[config.mk]
export PLATFORM = sky130hd
export DESIGN_NAME = sdram_req_arbiter
export DESIGN_NICKNAME = d
export VERILOG_FILES = /design/src/rtl/sdram_req_arbiter.sv
export SDC_FILE = /design/constraint.sdc
export NUM_CORES = 1
export LEC_CHECK = 0
export ABC_AREA = 1
export BUFFER_PORTS_ARGS = -buffer_cell sky130_fd_sc_hd__buf_2
export CORE_AREA = 10 10 113 115
export DETAILED_ROUTE_END_ITERATION = 8
export DIE_AREA = 0 0 123 125
export SLEW_MARGIN = 20
export SYNTH_ARGS = -nofsm -noshare
export SYNTH_HDL_FRONTEND = slang
export SYNTH_SLANG_ARGS = --single-unit
[constraint.sdc]
create_clock -name clk -period 2.3 [get_ports clk]
set_clock_uncertainty 0.15 [all_clocks]
set_input_delay 0.23 -clock clk [delete_from_list [all_inputs] [get_ports clk]]
set_output_delay 0.23 -clock clk [all_outputs]
set_load 0.03 [all_outputs]
[src/rtl/sdram_req_arbiter.sv]
// rtl/sdram_req_arbiter.sv - two-client round-robin arbiter in front of the SDRAM controller request port
//
// Purpose: muxes client 0/1 requests onto one controller port. It allows at most one
// outstanding read, routes rvalid/error back to the owning client, and times out lost reads.
//
// Ports:
//   clk, rst_n              clock (rising edge) and asynchronous active-low reset
//   mN_wr/rd/addr/write_data  client N request; a nonzero mN_wr means a write, and the write wins over rd
//   mN_rdy                  client N request accepted this cycle
//   mN_rvalid/error         client N read data valid / error pulse
//   mN_read_data            client N read data (s_read_data passed straight through)
//   s_wr/rd/addr/write_data   request presented to the controller
//   s_rdy                   controller accepts the presented request
//   s_rvalid/error/read_data  controller read response and error
module sdram_req_arbiter #(
    parameter int ADDR_WIDTH = 32,
    parameter int DATA_WIDTH = 32,
    parameter int WORD_LEN   = DATA_WIDTH / 8,
    parameter int RD_TIMEOUT = 64
) (
    input  logic                  clk,
    input  logic                  rst_n,
    input  logic [WORD_LEN-1:0]   m0_wr,
    input  logic                  m0_rd,
    input  logic [ADDR_WIDTH-1:0] m0_addr,
    input  logic [DATA_WIDTH-1:0] m0_write_data,
    output logic                  m0_rdy,
    output logic                  m0_rvalid,
    output logic                  m0_error,
    output logic [DATA_WIDTH-1:0] m0_read_data,
    input  logic [WORD_LEN-1:0]   m1_wr,
    input  logic                  m1_rd,
    input  logic [ADDR_WIDTH-1:0] m1_addr,
    input  logic [DATA_WIDTH-1:0] m1_write_data,
    output logic                  m1_rdy,
    output logic                  m1_rvalid,
    output logic                  m1_error,
    output logic [DATA_WIDTH-1:0] m1_read_data,
    output logic [WORD_LEN-1:0]   s_wr,
    output logic                  s_rd,
    output logic [ADDR_WIDTH-1:0] s_addr,
    output logic [DATA_WIDTH-1:0] s_write_data,
    input  logic                  s_rdy,
    input  logic                  s_rvalid,
    input  logic                  s_error,
    input  logic [DATA_WIDTH-1:0] s_read_data
);

    localparam logic [1:0] IDLE    = 2'd0;
    localparam logic [1:0] HOLD    = 2'd1;
    localparam logic [1:0] RD_WAIT = 2'd2;

    // The counter must be able to reach RD_TIMEOUT itself.
    localparam int              CNT_W  = (RD_TIMEOUT < 2) ? 1 : $clog2(RD_TIMEOUT + 1);
    localparam logic [CNT_W-1:0] TO_VAL = CNT_W'(RD_TIMEOUT);

    logic [1:0]       state;
    logic             g_q;
    logic             lst;
    logic             owner;
    logic [CNT_W-1:0] cnt;

    logic                  req0, req1;
    logic                  g_sel;
    logic                  grant_vld;
    logic [WORD_LEN-1:0]   sel_wr;
    logic                  sel_rd;
    logic [ADDR_WIDTH-1:0] sel_addr;
    logic [DATA_WIDTH-1:0] sel_data;
    logic                  accept;
    logic                  in_rd;
    logic                  timeout;

    assign req0 = (|m0_wr) | m0_rd;
    assign req1 = (|m1_wr) | m1_rd;

    // Grant is decided combinationally, so a lone requester passes through with no latency.
    // HOLD freezes the registered grant until that client is accepted or withdraws.
    always_comb begin
        g_sel     = g_q;
        grant_vld = 1'b0;
        case (state)
            IDLE: begin
                grant_vld = req0 | req1;
                g_sel     = (req0 & req1) ? ~lst : req1;
            end
            HOLD: begin
                g_sel     = g_q;
                grant_vld = g_q ? req1 : req0;
            end
            default: ;
        endcase
        // Outputs stay quiet while reset is held, even with clients requesting.
        if (!rst_n)
            grant_vld = 1'b0;
    end

    assign sel_wr   = g_sel ? m1_wr         : m0_wr;
    assign sel_rd   = g_sel ? m1_rd         : m0_rd;
    assign sel_addr = g_sel ? m1_addr       : m0_addr;
    assign sel_data = g_sel ? m1_write_data : m0_write_data;

    assign s_wr         = grant_vld ? sel_wr   : '0;
    assign s_rd         = grant_vld & sel_rd & ~(|sel_wr);
    assign s_addr       = grant_vld ? sel_addr : '0;
    assign s_write_data = grant_vld ? sel_data : '0;

    assign accept = grant_vld & s_rdy;
    assign m0_rdy = accept & ~g_sel;
    assign m1_rdy = accept & g_sel;

    assign in_rd   = (state == RD_WAIT) & rst_n;
    assign timeout = in_rd && (RD_TIMEOUT != 0) && (cnt == TO_VAL);

    // If rvalid arrives on the timeout cycle, it suppresses the timeout error.
    assign m0_rvalid = in_rd & s_rvalid & ~owner;
    assign m1_rvalid = in_rd & s_rvalid & owner;
    assign m0_error  = rst_n & (in_rd ? (~owner & (s_error | (timeout & ~s_rvalid)))
                                      : (~lst & s_error));
    assign m1_error  = rst_n & (in_rd ? (owner & (s_error | (timeout & ~s_rvalid)))
                                      : (lst & s_error));

    assign m0_read_data = s_read_data;
    assign m1_read_data = s_read_data;

    always_ff @(posedge clk or negedge rst_n) begin
        if (!rst_n) begin
            state <= IDLE;
            g_q   <= 1'b0;
            lst   <= 1'b1;
            owner <= 1'b0;
            cnt   <= '0;
        end else begin
            case (state)
                IDLE, HOLD: begin
                    if (grant_vld) begin
                        if (accept) begin
                            lst <= g_sel;
                            if (s_rd) begin
                                state <= RD_WAIT;
                                owner <= g_sel;
                                cnt   <= '0;
                            end else begin
                                state <= IDLE;
                            end
                        end else begin
                            state <= HOLD;
                            g_q   <= g_sel;
                        end
                    end else begin
                        state <= IDLE;
                    end
                end
                RD_WAIT: begin
                    if (s_rvalid || timeout)
                        state <= IDLE;
                    else
                        cnt <= cnt + 1'b1;
                end
                default: state <= IDLE;
            endcase
        end
    end

endmodule

## After elaboration in Yosys (flattened, before gate mapping)

Index checks and enable logic that the tools add are counted.

| storage, ports and cells | value |
|---|---|
| logic and storage cells | 77 |
| register bits | 12 |
| input port bits | 175 |

| cells by class | value |
|---|---|
| add/subtract/negate cells | 1 |
| muxes and demuxes | 24 |
| bitwise operators | 27 |
| eq/ne operators | 8 |
| reductions and logical operators | 12 |

Operator list:

| kind | number |
|---|---|
| $mux 32 | 4 |
| $mux 7 | 4 |
| $and 1x1->1 | 17 |
| $pmux 7 s2 | 1 |
| $reduce_or 4->1 | 3 |
| $mux 2 | 4 |
| $mux 4 | 2 |
| $ne 2x2->1 const B | 4 |
| $add 7x1->7 const B | 1 |
| $eq 7x7->1 const B | 1 |
| $mux 1 | 7 |
| $not 1->1 | 6 |
| $reduce_and 3->1 | 2 |
| $reduce_and 5->1 | 1 |
| $or 1x1->1 | 4 |
| $pmux 2 s2 | 1 |
| $reduce_and 4->1 | 1 |
| $eq 2x1->1 const B | 1 |
| $eq 2x2->1 const B | 1 |
| $logic_not 2->1 | 1 |
| $ne 2x1->1 const B | 1 |
| $pmux 1 s2 | 1 |
| $reduce_bool 2->1 | 1 |
| $reduce_or 2->1 | 1 |
| other kinds (2) | 2 |

## Longest topological paths before layout

| depth | value |
|---|---|
| depth in word-level cells | 13 |
| depth in mapped cells | 15 |

## Worst setup path before layout

No wires, ideal clock.

| timing | value |
|---|---|
| path type | register -> output |
| start point | register state[0] |
| end point | output port m1_error |
| data required time | 1.920 ns |
| path slack | 0.121 ns |
| path buffers | 0 |
| stages on the path, launching flop included | 8 |
| arrival time | 1.799 ns |
| cell sequence | dfrtp_1 -> nor2_2 -> inv_2 -> nor2_1 -> nand4_1 -> o21ai_1 -> a21oi_1 -> nor3_1 |

| on the way | value |
|---|---|
| word-level cells in the longest chain between the ends | 8 |

Ends and longest elaborated chain:

| what | line | RTL |
|---|---|---|
| from (decl) | 57 | `logic [1:0] state;` |
| from (signal assigned) | 128 | `state <= IDLE;` |
| from (signal assigned) | 140 | `state <= RD_WAIT;` |
| from (signal assigned) | 144 | `state <= IDLE;` |
| $eq 2x2->1 (*) | 112 | `assign in_rd = (state == RD_WAIT) & rst_n;` |
| $and 1x1->1 (*) | 112 |  |
| $logic_and 1x1->1 | 113 | `assign timeout = in_rd && (RD_TIMEOUT != 0) && (cnt == TO_VAL);` |
| $and 1x1->1 | 120 | `assign m1_error = rst_n & (in_rd ? (owner & (s_error \| (timeout & ~s_rvalid)))` |
| $or 1x1->1 | 120 |  |
| $and 1x1->1 | 120 |  |
| $mux 1 (*) | 120 |  |
| $and 1x1->1 (*) | 120 |  |
| to (decl) | 37 | `output logic m1_error,` |

Mark *: on every way between the ends. The rest lies on a longest branch, timed or not.

## Worst setup path after layout

| timing | value |
|---|---|
| start point | register lst |
| end point | output port s_addr[21] |

| on the way | value |
|---|---|
| word-level cells in the longest chain between the ends | 5 |

Ends and longest elaborated chain:

| what | line | RTL |
|---|---|---|
| from (decl) | 59 | `logic lst;` |
| from (signal assigned) | 138 | `lst <= g_sel;` |
| $not 1->1 | 85 | `g_sel = (req0 & req1) ? ~lst : req1;` |
| $mux 1 | 85 |  |
| $mux 1 | 82 | `case (state)` |
| $mux 32 | 100 | `assign sel_addr = g_sel ? m1_addr : m0_addr;` |
| $mux 32 | 105 | `assign s_addr = grant_vld ? sel_addr : '0;` |
| to (decl) | 41 | `output logic [ADDR_WIDTH-1:0] s_addr,` |

Every way passes these cells.

==> run metrics <==
Maximum Capacitance Violations 0; Pre-antenna DRT Iters 4; H-tree levels 1; adder-cell share of the synthesized area 1.081%; gpl congestion 0.8909; worst reg2reg setup slack 0.19 ns; Final Util 32.50%; TritonCTS buffer count 3; biggest area consumer among synthesized cells nor2_1; post-route cell area 0.003446 sq mm; gr ovfl total 0; RSZ-0062 raised after global routing true; Hold Worst Slack 0.04234 ns; Rows 38; most frequent cells in the layout 205 x buf_2, 146 x nor2_1, 40 x o21ai_1; post-synthesis mux area share 0%; DR iter-0 viols 241; ys flop type dfrtp_1; WP data required 1.92 ns; Nets 758; vias in the first global route 3,094; WHS Endpoint state[0]$_DFFE_PN0P_; worst hold path startpoint s_rdy; xor/xnor share of the synthesized area 1.514%; Synth Area in Compound Gates 17.51%; Yosys top cell area share 24.16%; CP Launch Type flop; final period utilization 95.67%; total power 0.002015 W; DP Area 0.003164 sq mm; GR Util All Layers 14.39%; most common cell after layout, fill and taps aside buf_2; P per Cell Area 584.8 mW/mm^2; CTS tree built; Pins Over Slew Limit 0; # fillers 1,222; share of layout cells above drive strength 1 46.38%; CTS Root Cell clkbuf_8; total number of vias 3,189; WL final 12,850 um; hold path cells 2; CP Class flop to output pin; ys async rst share 100.0%; Simple-Gate Fraction of Synth Area 38.16%; largest fanout on the critical path 9; initial antenna violation count 3; r2r worst-path depth 13; CTS Sinks 12; #FFs+latches synth 12; largest net degree at the start of global routing 46; P_leak 1.949 nW; vias per cell 4.429; setup TNS 0 ns; register area 301.5 sq um; Antenna diodes 0; fin crit period 2.200 ns; status finished, final reports clean; CTS max path bufs 2; largest cells by area after synthesis nor2_1 24%, buf_4 21%, dfrtp_1 12%; count of endpoints failing setup in the final report 0; mean routed wirelength per cell 17.85 um; Worst VDD drop 0.2400 mV; RR Startpoint lst$_DFFE_PN1P_; main combinational cell family by area after synthesis simple AND/OR/NAND/NOR gates; Post-synth EDFFs 0; multi-input logic area 0.001411 sq mm; FF-to-FF End cnt[1]$_DFFE_PN0P_; worst-margin pin slew 0.3589 ns; Layout area overhead 48.86%; Arr. time, crit path 1.82 ns; Routed Antenna Nets 0; Max Freq 454.5 MHz; DRC viols 0; syn_area_per_cell 5.498 sq um; Post-Syn Area 0.002315 sq mm; Ys Warns 0; post-synthesis net count 598; post-synth cell types 26; die area 0.01538 sq mm; CORE AREA 0.01060 sq mm; DP HPWL 10,490 um; # port buffers 217; initial cell density of the core 21.83%; Seq/Total Area, Yosys 13.03%; clk slew on worst S/H paths 0.05 ns; Setup crit end kind output pin; die span in y 125 um; Fin. Hold Viols 0; first-pass GRT wire length 17,720 um; # IOs 314; die width 123 um; Min-Delay Path Class input pin to flop; clk_lat worst skew 0.25 ns; Cells after Synth 421; Max-slew headroom 76.01%
[layer usage]
| metal | wire length [um] | GRT usage (%) | vias to the layer above | part of all wire, % |
|---|---|---|---|---|
| met4 | 141 | 3.016 | 0 | 1.1 |
| met3 | 1722 | 7.201 | 16 | 13 |
| met5 | 0 | 0 | - | 0 |
| li1 | - | - | 1596 | - |
| met2 | 5941 | 23.20 | 183 | 46 |
| met1 | 5049 | 16.77 | 1394 | 39 |
[synthesized netlist by cell type (3+ instances only)]
cell,number
clkbuf_1,9
xor2_1,3
nand2_4,3
inv_2,6
a21oi_1,9
o21ai_1,42
nand2_2,3
nor3_1,3
buf_2,12
nand3_1,14
nor2_1,149
inv_1,15
dfrtp_1,11
o21ai_0,30
buf_4,64
nand2_1,35
[worst max path at each step]
stage / start / endpoint / slack (ns) / cells after the start
after floorplan: state[0]$_DFFE_PN0P_ / m1_error / 0.12 / 7
after CTS: lst$_DFFE_PN1P_ / s_rd / -0.03 / 10
after global routing: state[1]$_DFFE_PN0P_ / m1_error / -0.03 / 9
after global placement: m1_wr[0] / s_rd / 0.16 / 14
after detailed placement: m1_wr[0] / s_rd / 0.17 / 14
final: lst$_DFFE_PN1P_ / s_addr[21] / 0.1 / 8
[worst max-delay path: stages, from the launching register on]
cell     delay [ns]
dfstp_2        0.53
nand2_1        0.08
nand2_4        0.11
nand2_8        0.10
inv_6          0.13
buf_4          0.17
nor2_1         0.05
nor2_1         0.16
buf_2          0.23
[registers in the layout (all words and copies together) (netlist names)]
| signal | count |
|---|---|
| cnt | 7 |
| owner | 1 |
| lst | 1 |
| g_q | 1 |
| state | 2 |
[through the flow]
stage,instances,worst slack (ns)
5_1_grt,720,-0.03297
6_report,720,0.09955
2_1_floorplan,421,0.1214
4_1_cts,712,-0.02769
3_5_place_dp,707,0.1658
3_3_place_gp,707,0.1650
[power by group]
part           internal, W  switching (W)  total, W  leakage, nW
Clock             0.000122      0.0000807  0.000203       0.0228
Combinational     0.000536        0.00103   0.00156         1.77
Sequential        0.000233      0.0000151  0.000248        0.158
[cells by family after synthesis]
kind of cell             count (synthesis)
XOR/XNOR                                 4
AND/OR/NAND/NOR                        215
flip-flops                              12
adder cells (fa/ha/maj)                  2
AO/OA/AOI/OAI                           81
buffers and inverters                  107
[cell type report]
class	count	share of cell area (%)
clock buffer	4	1.307
timing repair buffer	241	41.47
tap	140	5.084
sequential	12	8.751
multi-input combinational	302	40.96
inverter	21	2.433
[timing repair]
item                                    in CTS  in global routing
buffers inserted                             0                  5
resized for setup                            8                 28
pin swaps                                    1                  4
gates cloned                                 0                  3
hold buffers                                 1                  0
endpoints found under the hold margin       12                  0
endpoints found under the setup margin      14                 49
(Power assumes the default switching activity.)
